<file path="config.mk">
export PLATFORM = sky130hd
export DESIGN_NAME = dr32e_if_id_stage
export DESIGN_NICKNAME = d
export VERILOG_FILES = /design/src/rtl/dr32e_if_id_stage.sv
export SDC_FILE = /design/constraint.sdc
export NUM_CORES = 1
export LEC_CHECK = 0
export BUFFER_PORTS_ARGS = -buffer_cell sky130_fd_sc_hd__buf_2
export CAP_MARGIN = 25
export CORE_UTILIZATION = 52
export CTS_CLUSTER_SIZE = 30
export DETAILED_ROUTE_END_ITERATION = 8
export HOLD_SLACK_MARGIN = 0.06
export PLACE_DENSITY = 0.82
export SKIP_CTS_REPAIR_TIMING = 1
export SLEW_MARGIN = 30
export SYNTH_ARGS = -nofsm -noshare
export SYNTH_HDL_FRONTEND = slang
export SYNTH_SLANG_ARGS = --single-unit
</file>
<file path="constraint.sdc">
create_clock -name clk_i -period 5.9 [get_ports clk_i]
set_input_delay 0.295 -clock clk_i [delete_from_list [all_inputs] [get_ports clk_i]]
set_output_delay 0.295 -clock clk_i [all_outputs]
set_load 0.05 [all_outputs]
</file>
<file path="src/rtl/dr32e_if_id_stage.sv">
// IF->ID stage register for dr32e: main stage register M backed by a one-entry skid S,
// so fetch_ready_o depends only on registered state. Branch/flush discards both entries.
module dr32e_if_id_stage #(
   parameter logic [31:0] ResetInstr = 32'h0000_0013,
   parameter logic [31:0] ResetPc    = 32'h0000_0000
) (
   input  logic        clk_i,
   input  logic        rst_i,
   input  logic        fetch_valid_i,
   output logic        fetch_ready_o,
   input  logic [31:0] fetch_rdata_i,
   input  logic [31:0] fetch_pc_i,
   input  logic        fetch_is_compressed_i,
   input  logic        fetch_illegal_c_i,
   input  logic        branch_taken_i,
   input  logic        flush_i,
   input  logic        id_done_i,
   output logic        instr_valid_o,
   output logic        instr_first_cycle_o,
   output logic [31:0] instr_rdata_o,
   output logic [31:0] instr_rdata_alu_o,
   output logic [31:0] instr_pc_o,
   output logic        instr_is_compressed_o,
   output logic        illegal_c_insn_o
);

   typedef struct packed {
      logic [31:0] rdata;
      logic [31:0] rdata_alu;
      logic [31:0] pc;
      logic        is_c;
      logic        ill_c;
   } ifid_pld_t;

   localparam ifid_pld_t RstPld = '{
      rdata:     ResetInstr,
      rdata_alu: ResetInstr,
      pc:        ResetPc,
      is_c:      1'b0,
      ill_c:     1'b0
   };

   logic      m_valid, s_valid, first_q;
   ifid_pld_t m_q, s_q, in_pld;
   logic      flush, accept, m_free;

   // rdata_alu is captured from the same source into its own flops to split decoder/ALU fan-out
   assign in_pld = '{
      rdata:     fetch_rdata_i,
      rdata_alu: fetch_rdata_i,
      pc:        fetch_pc_i,
      is_c:      fetch_is_compressed_i,
      ill_c:     fetch_illegal_c_i
   };

   assign flush         = branch_taken_i | flush_i;
   assign fetch_ready_o = ~s_valid;
   assign accept        = fetch_valid_i & fetch_ready_o & ~flush;
   assign m_free        = ~m_valid | id_done_i;

   always_ff @(posedge clk_i or posedge rst_i) begin
      if (rst_i) begin
         m_valid <= 1'b0;
         s_valid <= 1'b0;
         first_q <= 1'b0;
         m_q     <= RstPld;
         s_q     <= RstPld;
      end else if (flush) begin
         m_valid <= 1'b0;
         s_valid <= 1'b0;
         first_q <= 1'b0;
      end else if (m_free && s_valid) begin
         // skid drains first so it is never overtaken by a newer fetch
         m_q     <= s_q;
         m_valid <= 1'b1;
         s_valid <= 1'b0;
         first_q <= 1'b1;
      end else if (m_free && accept) begin
         m_q     <= in_pld;
         m_valid <= 1'b1;
         first_q <= 1'b1;
      end else if (m_free) begin
         m_valid <= 1'b0;
         first_q <= 1'b0;
      end else if (accept) begin
         s_q     <= in_pld;
         s_valid <= 1'b1;
         first_q <= 1'b0;
      end else begin
         first_q <= 1'b0;
      end
   end

   assign instr_valid_o         = m_valid;
   assign instr_first_cycle_o   = m_valid & first_q;
   assign instr_rdata_o         = m_q.rdata;
   assign instr_rdata_alu_o     = m_q.rdata_alu;
   assign instr_pc_o            = m_q.pc;
   assign instr_is_compressed_o = m_q.is_c;
   assign illegal_c_insn_o      = m_valid & m_q.ill_c;

endmodule
</file>
==> metrics list <==
- Switching power summed over all nets: 1.11 mW
* Clk network pwr share: 0.339
- After synthesis, the mean cell area works out to 12.4 sq um.
* Effective utilization at floorplan: 0.535
* Number of routed nets with antenna violations: 0
* Most common library cell in the layout ignoring fill and taps: buf_2
* Total stage count of the critical path: 6
- The worst setup path is captured at a flip-flop.
- Initial antenna violation count: 0
* Total of flip-flops plus latches after synthesis: 135
- Synthesis-to-layout area growth: 11.8%
- Simple-gate share of the synthesized area: 0.0458
* Worst Path Required: 6.20 ns
- The first global-routing pass estimated 20100 microns of wire.
- Worst Path Arrival: 3.32 ns
- Via count of the first global-routing pass: 4105
* Die height: 116 microns
* CTS tree: yes
- Counting every net in the synthesized netlist gives 616.
* Number of pins with negative max-slew slack in the final report: 0
* Via count: 4127
* RSZ-0062 raised after global routing: false
* Post-Synth Adder-Cell Area: 0
* Cell depth of the worst flop-to-flop path: 6
- 0 antenna diodes ended up in the layout.
- Entering global routing, the biggest net connects 71 pins.
- Reg-to-Reg End: s_q[16]
- Async S/R FF share, synth: 1.00
- End point of the critical path: s_q[16]
* Combinational Power Share: 0.286
* Maximum fanout encountered on the critical timing path: 68
* Kind of path behind the tightest hold check: input pin to flip-flop
- In the routed design, unresolved DRC markers number 0.
* Total die area: 13400 sq um
- Clock-pin slew was measured on the worst setup and hold paths at 0.05 ns.
* Leakage dissipation: 3.54 nW
- The signal on the critical path passes through buf_4 > inv_2 > buf_4 > nand4_1 > buf_4 > mux2_2.
- Root buf cell: clkbuf_16
- Detail-routed via count per cell: 5.20
- 173 I/O pins were placed.
- Gate family responsible for the most delay along the worst path: buffers and inverters
- In the layout the commonest cells are 172 x buf_2, 128 x dfrtp_1, 111 x mux2_2.
* Prevailing post-synth register cell: dfrtp_1
* Cell Area, Synth: 6750 sq um
* Mux share of post-synthesis cell area: 0.225
* Worst-case register-to-register setup slack: 2.87 ns
* Port Buffer Count: 172
- Of the total synthesized cell area, the portion taken by XOR and XNOR cells is 0.
- For this block, the routed nets add up to 12500 microns of wire.
- Number of clock sinks seen by CTS: 135
- Dominant combinational cell family by area after synthesis: multiplexers
- Number of rows created at floorplan: 41
- At the pin with the least slew margin, the transition time is 0.913 ns.
* CP Class: flip-flop to flip-flop
* Cell Int Power: 2.03 mW
- In this run the power density over the cells is 416 nW/um^2.
- Worst setup SP type: flip-flop
- Floorplan die width: 116 microns
- FMAX: 0.330 GHz
* HPWL after detailed placement: 7960 microns
* Register area share after synthesis: 0.502
* Weighted congestion reported at the end of routability-driven placement: 0.707
- In this run, synthesis inferred 0 flip-flops with an integrated enable.
- The worst register-to-register path begins at s_valid.
- The clock passes through at most 2 buffers.
- DR WL/cell: 15.8 microns
- The clock reaches the later pin of the worst-skew pair after 0.42 ns.
- Setup total negative slack on the finished layout was measured at 0 ns.
- Core Box Area: 12600 sq um
- Post-layout nets: 681
- The largest individual stage delay along the critical path comes from the cell dfrtp_2.
- Yosys printed 0 warnings.
* Stage delay of the slowest cell on the critical path: 0.73 ns
- The worst-case IR drop observed on VDD is 0.198 mV.
- The share of total power dissipated in sequential elements is 0.375.
- First drt pass iteration count: 4
- Post-placement setup slack: 2.87 ns
- Critical path startpoint: s_valid
- # H-tree levels: 4
- Detailed router's first-iteration violation count: 233
* Total routing usage reported by global routing: 0.198
- Smallest setup slack after layout: 2.87 ns
- Of the cells placed in the final design, the portion with a size suffix greater than 1 is 0.542.
* TritonCTS buffer count: 17
- Period utilization: 0.513
- Max-Slew Margin vs Limit: 0.391
* Overflow after GRT: 0
- Cell repeated most along the worst path: buf_4
- Run status: finished clean
- Between clock sinks in the finished design, the worst skew comes to 0.00614 ns.
* Number of cells produced by synthesis: 544
- The final hold violation count was 0.
* Fill cell count: 1013
* WP buf/inv: 4
- Counting distinct cell types in the post-synthesis netlist gives 19.
- Reported max-cap violation count: 0
* Area fraction in compound gates after synthesis: 0.0869
* Final critical-path required period: 3.03 ns
* Switch share: 0.355
* Final count of negative-setup-slack endpoints: 0
## synth_stat cells, types with 2 or more instances
cell       instances  area [sq um]
nand2_1           67           251
o2bb2ai_1         66           578
buf_6              8          90.1
inv_1              2          7.51
buf_4             98           736
nor2_1             3          11.3
and2_1             2          12.5
buf_2             10          50.1
dfrtp_1          129          3230
mux2_4             9           135
mux2_2           111          1250
dfstp_2            6           158
mux2_1            12           135
clkbuf_1          14          52.6
buf_1              3          11.3
## final cells by class
class / count / area [sq um] / share of cell area
flip-flops and latches: 135 / 3390 / 0.449
multi-input cells: 274 / 2420 / 0.321
repair buffers: 179 / 916 / 0.121
clock buffers: 23 / 468 / 0.0620
well taps: 172 / 215 / 0.0285
clock inverters: 9 / 125 / 0.0166
inverters: 2 / 12.5 / 0.00166
## sequential cells by signal, indices dropped and copies added (netlist names)
register and flops:
instr_rdata_o 32, instr_valid_o 1, s_q 66, s_valid 1, instr_is_compressed_o 1, m_q 1, first_q 1, instr_pc_o 32
## worst min-delay path by stage
stage / from / end / slack (ns) / cells past startpoint
detailed placement: rst_i / instr_pc_o[19] / 0.42 / 2
global route: fetch_pc_i[16] / s_q[18] / 0.11 / 2
global placement: rst_i / instr_rdata_o[25] / 0.40 / 2
finish: fetch_pc_i[30] / s_q[32] / 0.13 / 2
floorplan: fetch_valid_i / instr_valid_o / 0.43 / 1
CTS: rst_i / instr_rdata_o[25] / -0.03 / 2
## stage by stage
| step | std cells | area [sq um] | hold WS (ns) | utilization | power [mW] |
|---|---|---|---|---|---|
| CTS | 793 | 7540 | -0.0296 | 0.597 | 3.17 |
| global placement | 761 | 6940 | 0.396 | 0.550 | 2.07 |
| detailed placement | 761 | 6940 | 0.419 | 0.550 | 2.09 |
| finish | 794 | 7550 | 0.128 | 0.598 | 3.14 |
| floorplan | 544 | 6750 | 0.434 | - | 2.08 |
| global route | 794 | 7550 | 0.113 | 0.598 | 3.27 |
## per-layer routing
metal / vias to the layer above / routed length [microns] / global-route usage
li1: 1930 / - / -
met1: 2046 / 5580 / 0.252
met2: 130 / 6100 / 0.317
met3: 21 / 618 / 0.0544
met4: 0 / 240 / 0.0880
met5: - / 0 / 0
## power groups by stage
stage / Sequential (mW) / Clock (mW) / Combinational, mW
6_report: 1.18 / 1.06 / 0.898
5_1_grt: 1.20 / 1.12 / 0.945
4_1_cts: 1.18 / 1.08 / 0.905
3_5_place_dp: 1.19 / 0 / 0.902
3_3_place_gp: 1.18 / 0 / 0.889
2_1_floorplan: 1.17 / 0 / 0.904
## cell families after synthesis
logic type      Yosys count
flops                   135
buf+inv                 135
mux                     132
simple gates             75
compound gates           67
Note: power is estimated with default switching activity, not from simulation.
